File: src/rtl/rotating_patch_mem_if.sv
// rotating_patch_mem_if: write/read/control bundle for the rotating patch store.
interface rotating_patch_mem_if #(
    parameter int DATA_W  = 18,
    parameter int ADDR_W  = 4,
    parameter int PATCH_W = 2
);
    logic                      wr_en;
    logic [PATCH_W-1:0]        wr_patch;
    logic [ADDR_W-1:0]         wr_addr;
    logic signed [DATA_W-1:0]  wr_data;
    logic                      rd_en;
    logic [PATCH_W-1:0]        rd_patch;
    logic [ADDR_W-1:0]         rd_addr;
    logic signed [DATA_W-1:0]  rd_data;
    logic                      rd_valid;
    logic                      rotate;
    logic                      clear_req;
    logic                      busy;

    modport master (
        output wr_en, wr_patch, wr_addr, wr_data,
        output rd_en, rd_patch, rd_addr, rotate, clear_req,
        input  rd_data, rd_valid, busy
    );

    modport slave (
        input  wr_en, wr_patch, wr_addr, wr_data,
        input  rd_en, rd_patch, rd_addr, rotate, clear_req,
        output rd_data, rd_valid, busy
    );
endinterface

File: src/rtl/rotating_patch_mem.sv
// rotating_patch_mem: NUM_PATCH-patch store with logical role rotation and a zero-fill sequencer.
// Define ROTPATCH_RDW_BYPASS_EN to forward same-cycle write data to a colliding read.
module rotating_patch_mem #(
    parameter int DATA_W    = 18,
    parameter int ADDR_W    = 4,
    parameter int NUM_PATCH = 3,
    parameter int PATCH_W   = 2
) (
    input logic                   clk,
    input logic                   reset,
    rotating_patch_mem_if.slave   bus
);
    localparam int IDX_W = PATCH_W + ADDR_W;
    localparam int DEPTH = NUM_PATCH << ADDR_W;
    localparam logic [PATCH_W:0]   NP        = (PATCH_W+1)'(NUM_PATCH);
    localparam logic [PATCH_W-1:0] LAST_BASE = PATCH_W'(NUM_PATCH - 1);
    localparam logic [IDX_W-1:0]   LAST_IDX  = IDX_W'(DEPTH - 1);

    typedef enum logic {IDLE, CLEAR} state_t;

    state_t                   r_state;
    logic [PATCH_W-1:0]       r_base;
    logic [IDX_W-1:0]         r_cnt;
    logic                     r_busy;
    logic                     r_rd_valid;
    logic signed [DATA_W-1:0] r_rd_data;
    logic signed [DATA_W-1:0] r_mem [DEPTH];

    logic                     w_idle;
    logic [PATCH_W:0]         w_wr_sum;
    logic [PATCH_W:0]         w_rd_sum;
    logic                     w_wr_ok;
    logic                     w_rd_ok;
    logic [IDX_W-1:0]         w_wr_idx;
    logic [IDX_W-1:0]         w_rd_idx;
    logic                     w_user_we;
    logic                     w_we;
    logic [IDX_W-1:0]         w_mem_idx;
    logic signed [DATA_W-1:0] w_mem_data;
    logic signed [DATA_W-1:0] w_rd_word;

    // Both operands are < NUM_PATCH for valid patches, so one conditional subtract is a full mod.
    always_comb begin
        w_idle     = r_state == IDLE;
        w_wr_sum   = {1'b0, bus.wr_patch} + {1'b0, r_base};
        w_rd_sum   = {1'b0, bus.rd_patch} + {1'b0, r_base};
        w_wr_ok    = {1'b0, bus.wr_patch} < NP;
        w_rd_ok    = {1'b0, bus.rd_patch} < NP;
        w_wr_idx   = {PATCH_W'(w_wr_sum >= NP ? w_wr_sum - NP : w_wr_sum), bus.wr_addr};
        w_rd_idx   = {PATCH_W'(w_rd_sum >= NP ? w_rd_sum - NP : w_rd_sum), bus.rd_addr};
        w_user_we  = w_idle && bus.wr_en && w_wr_ok;
        w_we       = !w_idle || w_user_we;
        w_mem_idx  = w_idle ? w_wr_idx : r_cnt;
        w_mem_data = w_idle ? bus.wr_data : '0;
`ifdef ROTPATCH_RDW_BYPASS_EN
        w_rd_word  = (w_user_we && w_wr_idx == w_rd_idx) ? bus.wr_data : r_mem[w_rd_idx];
`else
        w_rd_word  = r_mem[w_rd_idx];
`endif
    end

    // Storage carries no reset so it can map onto distributed RAM.
    always_ff @(posedge clk) begin
        if (w_we)
            r_mem[w_mem_idx] <= w_mem_data;
    end

    always_ff @(posedge clk or posedge reset) begin
        if (reset) begin
            r_state    <= IDLE;
            r_base     <= '0;
            r_cnt      <= '0;
            r_busy     <= 1'b0;
            r_rd_valid <= 1'b0;
            r_rd_data  <= '0;
        end else begin
            r_rd_valid <= w_idle && bus.rd_en;
            if (w_idle && bus.rd_en)
                r_rd_data <= w_rd_ok ? w_rd_word : '0;
            if (w_idle) begin
                if (bus.clear_req) begin
                    r_state <= CLEAR;
                    r_cnt   <= '0;
                    r_busy  <= 1'b1;
                end else if (bus.rotate) begin
                    r_base  <= r_base == LAST_BASE ? '0 : r_base + 1'b1;
                end
            end else begin
                r_cnt <= r_cnt + 1'b1;
                if (r_cnt == LAST_IDX) begin
                    r_state <= IDLE;
                    r_busy  <= 1'b0;
                    r_base  <= '0;
                end
            end
        end
    end

    assign bus.rd_data  = r_rd_data;
    assign bus.rd_valid = r_rd_valid;
    assign bus.busy     = r_busy;
endmodule

File: src/flat_wrapper.sv
// flat-port wrapper written by rule: the top's interface ports become plain ports
module rotating_patch_mem_flat 
#(
    parameter int DATA_W    = 18,
    parameter int ADDR_W    = 4,
    parameter int NUM_PATCH = 3,
    parameter int PATCH_W   = 2
)
  (clk, reset, bus_wr_en, bus_wr_patch, bus_wr_addr, bus_wr_data, bus_rd_en, bus_rd_patch, bus_rd_addr, bus_rotate, bus_clear_req, bus_rd_data, bus_rd_valid, bus_busy);
  rotating_patch_mem_if #(.DATA_W(DATA_W), .ADDR_W(ADDR_W), .PATCH_W(PATCH_W)) bus_i ();
  input logic clk;
  input logic reset;
  input wire logic [$bits(bus_i.wr_en)-1:0] bus_wr_en;
  input wire logic [$bits(bus_i.wr_patch)-1:0] bus_wr_patch;
  input wire logic [$bits(bus_i.wr_addr)-1:0] bus_wr_addr;
  input wire logic [$bits(bus_i.wr_data)-1:0] bus_wr_data;
  input wire logic [$bits(bus_i.rd_en)-1:0] bus_rd_en;
  input wire logic [$bits(bus_i.rd_patch)-1:0] bus_rd_patch;
  input wire logic [$bits(bus_i.rd_addr)-1:0] bus_rd_addr;
  input wire logic [$bits(bus_i.rotate)-1:0] bus_rotate;
  input wire logic [$bits(bus_i.clear_req)-1:0] bus_clear_req;
  output wire logic [$bits(bus_i.rd_data)-1:0] bus_rd_data;
  output wire logic [$bits(bus_i.rd_valid)-1:0] bus_rd_valid;
  output wire logic [$bits(bus_i.busy)-1:0] bus_busy;
  assign bus_i.wr_en = bus_wr_en;
  assign bus_i.wr_patch = bus_wr_patch;
  assign bus_i.wr_addr = bus_wr_addr;
  assign bus_i.wr_data = bus_wr_data;
  assign bus_i.rd_en = bus_rd_en;
  assign bus_i.rd_patch = bus_rd_patch;
  assign bus_i.rd_addr = bus_rd_addr;
  assign bus_i.rotate = bus_rotate;
  assign bus_i.clear_req = bus_clear_req;
  assign bus_rd_data = bus_i.rd_data;
  assign bus_rd_valid = bus_i.rd_valid;
  assign bus_busy = bus_i.busy;
  rotating_patch_mem #(.DATA_W(DATA_W), .ADDR_W(ADDR_W), .NUM_PATCH(NUM_PATCH), .PATCH_W(PATCH_W)) u_core (.clk(clk), .reset(reset), .bus(bus_i));
endmodule
File: config.mk
export PLATFORM = sky130hd
export DESIGN_NAME = rotating_patch_mem_flat
export DESIGN_NICKNAME = d
export VERILOG_FILES = /design/src/rtl/rotating_patch_mem_if.sv /design/src/rtl/rotating_patch_mem.sv /design/src/flat_wrapper.sv
export SDC_FILE = /design/constraint.sdc
export NUM_CORES = 1
export LEC_CHECK = 0
export CAP_MARGIN = 20
export CORE_MARGIN = 3
export CORE_UTILIZATION = 40
export CTS_CLUSTER_SIZE = 24
export DETAILED_ROUTE_END_ITERATION = 6
export DONT_BUFFER_PORTS = 1
export PLACE_DENSITY_LB_ADDON = 0.25
export SYNTH_ARGS = -nofsm -noshare
export SYNTH_HDL_FRONTEND = slang
export SYNTH_SLANG_ARGS = --single-unit
File: constraint.sdc
create_clock -name clk -period 7.1 [get_ports clk]
set_input_delay 1.42 -clock clk [delete_from_list [all_inputs] [get_ports clk]]
set_output_delay 1.42 -clock clk [all_outputs]
set_load 0.01 [all_outputs]
==> summary.md <==
| Metric | Value |
|---|---|
| Status | complete, no violations |
| Via Count | between 15,000 and 20,000 |
| HPWL after DPL | 51,800 um |
| Fin crit share | approximately 65% |
| Root Driver | clkbuf_16 |
| Min cycle time layout | around 4.6 ns |
| Initial antenna violation count | 2 |
| Peak supply drop | around 0.00017 V |
| Core Region | roughly 86,000 um^2 |
| Area grow syn2layout | 12.6% |
| Met2 WL | between 40,000 and 50,000 um |
| Die H | 302 um |
| Synth Cell Area | between 30,000 and 40,000 um^2 |
| Met3 Wirelength | 7520 um |
| IO Pins | 56 |
| Setup TNS | 0 ns |
| Worst slew margin | a little over a quarter |
| Filler Cells Inserted | roughly 7,100 |
| Max cap viols | 0 |
| Netlist cell types | between 60 and 70 |
| Post-synth top flop | edfxtp_1 |
| Crit path max-delay cell type | nor2_2 |
| Critical path required time | 7.35 ns |
| Largest net degree at the start of global routing | 199 |
| Power density over the cells | 329 nW/um^2 |
| Number of placed instances, taps included | 2,754 |
| Worst-path fanout max | 18 |
| Die X | just over 300 um |
| Synth area leaders | edfxtp_1 (74%), mux4_2 (12%), dfrtp_1 (2.1%), mux2i_1 (1.5%), nor2_1 (0.77%) |
| Num CTS Buffers | between 80 and 90 |
| DR top layer | met4 |
| Post-Synthesis Cells | 1,664 |
| Cell family with most CP delay | simple AND/OR/NAND/NOR gates |
| Fmax | ~0.22 GHz |
| Overflow after GRT | 0 |
| Final setup skew | ~0.021 ns |
| Non-Filler Instances | a little under 3,000 |
| CTS tree | done |
| Yosys warning count | 0 |
| Leading area contributor after synthesis | edfxtp_1 |
| M1 WL | roughly 37,000 um |
| Register area | between 20,000 and 30,000 um^2 |
| CTS clk-pin slew, worst paths | roughly 0.06 ns |
| Hold WC Path Type | reg -> reg |
| First-pass GRT wire length | between 100,000 and 150,000 um |
| DRT iter0 DRCs | about 1,800 |
| Area of the multi-input gates | 7900 um^2 |
| Slew Limit Fails | 0 |
| Total track usage | approximately a fifth |
| Vias/cell | between 5 and 6 |
| Syn avg cell area | around 21 um^2 |
| Crit-path cells | ha_1, inv_1, fa_1, inv_1, ha_1, nor3b_1, o21ai_0, o21ai_0, nand3_1, nor2_2 |
| CTS H-tree lvls | 3 |
| Final ANT Viol Nets | 0 |
| Routability cong. | between 0.8 and 0.9 |
| Cell leakage power | ~13 nW |
| Cell Rows | about 110 |
| Critical path origin | bus_wr_patch[0] |
| Buffers on Ports | 0 |
| Crit-path max cell delay | between 0.9 and 1 ns |
| Seq/Total Area, Yosys | 76.3% |
| Initial core utilization | approximately 40% |
| Flops & latches, synth | around 900 |
| CTS resizes | 0 |
| CP Capture Type | register |
| Asr flop ratio synth | under 10% |
| First-pass iteration count of the detailed router | 5 |
| Least-Margin Pin Slew | ~1.1 ns |
| Drt drc | 0 |
| Endpoints failing hold | 0 |
| Share of layout cells above drive strength 1 | approximately a quarter |
| Die area | slightly above 90,000 um^2 |
| Number of clock sinks | a little under 900 |
| Top-area cell type share of the netlist area | between 70% and 80% |
| EDFF count, synth | 864 |
| Hold Startpoint | u_core.r_cnt[5] |
| R2R Path Start | u_core.r_base[0] |
| Setup Fix Bufs, Post-CTS | 0 |
| RSZ-0062 raised after global routing | no |
| CP Class | in -> reg |
| Overall routed net length | between 80,000 and 90,000 um |
| Average routed wire per standard cell | between 30 and 40 um |
| Final setup viols | 0 |
| Vias in the first global route | roughly 17,000 |
| Worst-skew pair later-pin latency | 0.63 ns |
| Critical Path Source Type | primary input |
| Final nets | approximately 1,800 |
| Maximum clock insertion buffer count | 3 |
| CP bufs+invs | 2 |
| Crit path DAT | roughly 4.9 ns |
| Syn nets | about 1,700 |
| Hold buffers post-CTS | 0 |
-- state kept, by name, summed over array words and instances (netlist names) --
register / cells
u_core.r_mem: 864
u_core.bus.rd_data: 18
u_core.r_cnt: 6
u_core.r_base: 2
u_core.bus.busy: 1
u_core.bus.rd_valid: 1
u_core.r_state: 1
-- area by class of cell --
cell class,instances,share of cell area [%]
Antenna cell,1,0.00636
Clock inverter,51,1.37
Sequential cell,893,67.7
Multi-Input combinational cell,667,20.1
Inverter,14,0.133
Clock buffer,112,6.14
Timing Repair Buffer,43,0.915
Tap cell,1144,3.64
-- cells in the mapped netlist, types with 4 or more instances --
library cell / n
clkbuf_1: 21
a21oi_1: 14
a211oi_1: 11
edfxtp_1: 864
nor4_1: 4
a211o_1: 11
a32o_1: 6
mux2_2: 23
o221ai_1: 11
a41oi_1: 5
nand2b_1: 11
o22a_1: 5
nor3_1: 6
o21ai_0: 23
inv_1: 14
a2111oi_2: 6
nand2_1: 47
mux4_2: 190
a2111oi_0: 5
a22oi_1: 8
a2111oi_1: 5
nor2b_1: 42
dfrtp_1: 29
o211ai_1: 4
buf_6: 17
o22ai_1: 29
nand4_1: 8
nor2_1: 72
nand3_1: 9
buf_4: 20
ha_1: 5
buf_2: 27
o2111ai_1: 11
mux2i_1: 53
and2b_1: 7
-- layer usage --
| metal | vias up | global-route usage, % |
|---|---|---|
| met5 | - | 0 |
| met4 | 0 | 5.69 |
| met3 | 109 | 4.54 |
| met2 | 715 | 31.4 |
| met1 | 9021 | 27.3 |
| li1 | 7050 | - |
-- report_power, final --
part / internal [mW] / switching (mW) / leakage [nW] / total, mW
Combinational: 0.510 / 1.18 / 2.71 / 1.69
Clock: 2.81 / 1.95 / 1.45 / 4.76
Sequential: 6.30 / 0.215 / 8.40 / 6.51
Total: 9.62 / 3.35 / 12.6 / 13.0
-- path summary, 6_finish.rpt --
kind / endpoint / slack (ns) / cells past startpoint
worst max-delay path: u_core.r_mem[41][2] / 2.49 / 10
worst min-delay path: u_core.r_cnt[5] / 0.50 / 1
worst max register to register: u_core.r_mem[41][2] / 2.71 / 10
worst min register to register: u_core.r_cnt[5] / 0.50 / 1
max in group asynchronous: u_core.bus.rd_valid / 5.96 / 2
min in group asynchronous: u_core.r_base[1] / 0.79 / 2
-- cells by family after synthesis --
| logic type | synth area share (%) |
|---|---|
| flip-flops | 76.3 |
| AO/OA/AOI/OAI | 3.75 |
| AND/OR/NAND/NOR | 3.09 |
| buffers and inverters | 1.84 |
| adder cells (fa/ha/maj) | 0.293 |
| multiplexers | 14.7 |
| XOR/XNOR | 0.0501 |
-- placed cells by master, fill, tap and decap left out, types with 14 or more instances in the layout --
master | Yosys | layout
dfrtp_1 | 29 | 28
buf_4 | 20 | 37
inv_1 | 14 | 14
nand2_1 | 47 | 47
clkbuf_1 | 21 | 17
nor2_2 | 0 | 42
a21oi_1 | 14 | 14
o21ai_0 | 23 | 23
clkbuf_16 | 0 | 93
clkinv_2 | 0 | 18
o22ai_1 | 29 | 29
edfxtp_1 | 864 | 864
nor2b_4 | 1 | 19
nor2_1 | 72 | 30
clkinv_1 | 0 | 16
mux2i_1 | 53 | 53
mux2_2 | 23 | 23
nor2b_1 | 42 | 24
mux4_2 | 190 | 190
-- per-stage QoR --
step                      area (um^2)  total power, mW  util [%]  worst slack (ns)  hold WS, ns
after floorplan                 35000             7.55         -              2.44        0.452
after global placement          36300             8.26      42.3              1.84        0.477
after detailed placement        36300             8.30      42.3              1.80        0.490
after CTS                       39300             13.0      45.7              2.47        0.502
after global routing            39400             13.4      45.8              2.18        0.534
final                           39400             13.0      45.8              2.49        0.499
Power figures use the tool's default switching activity.
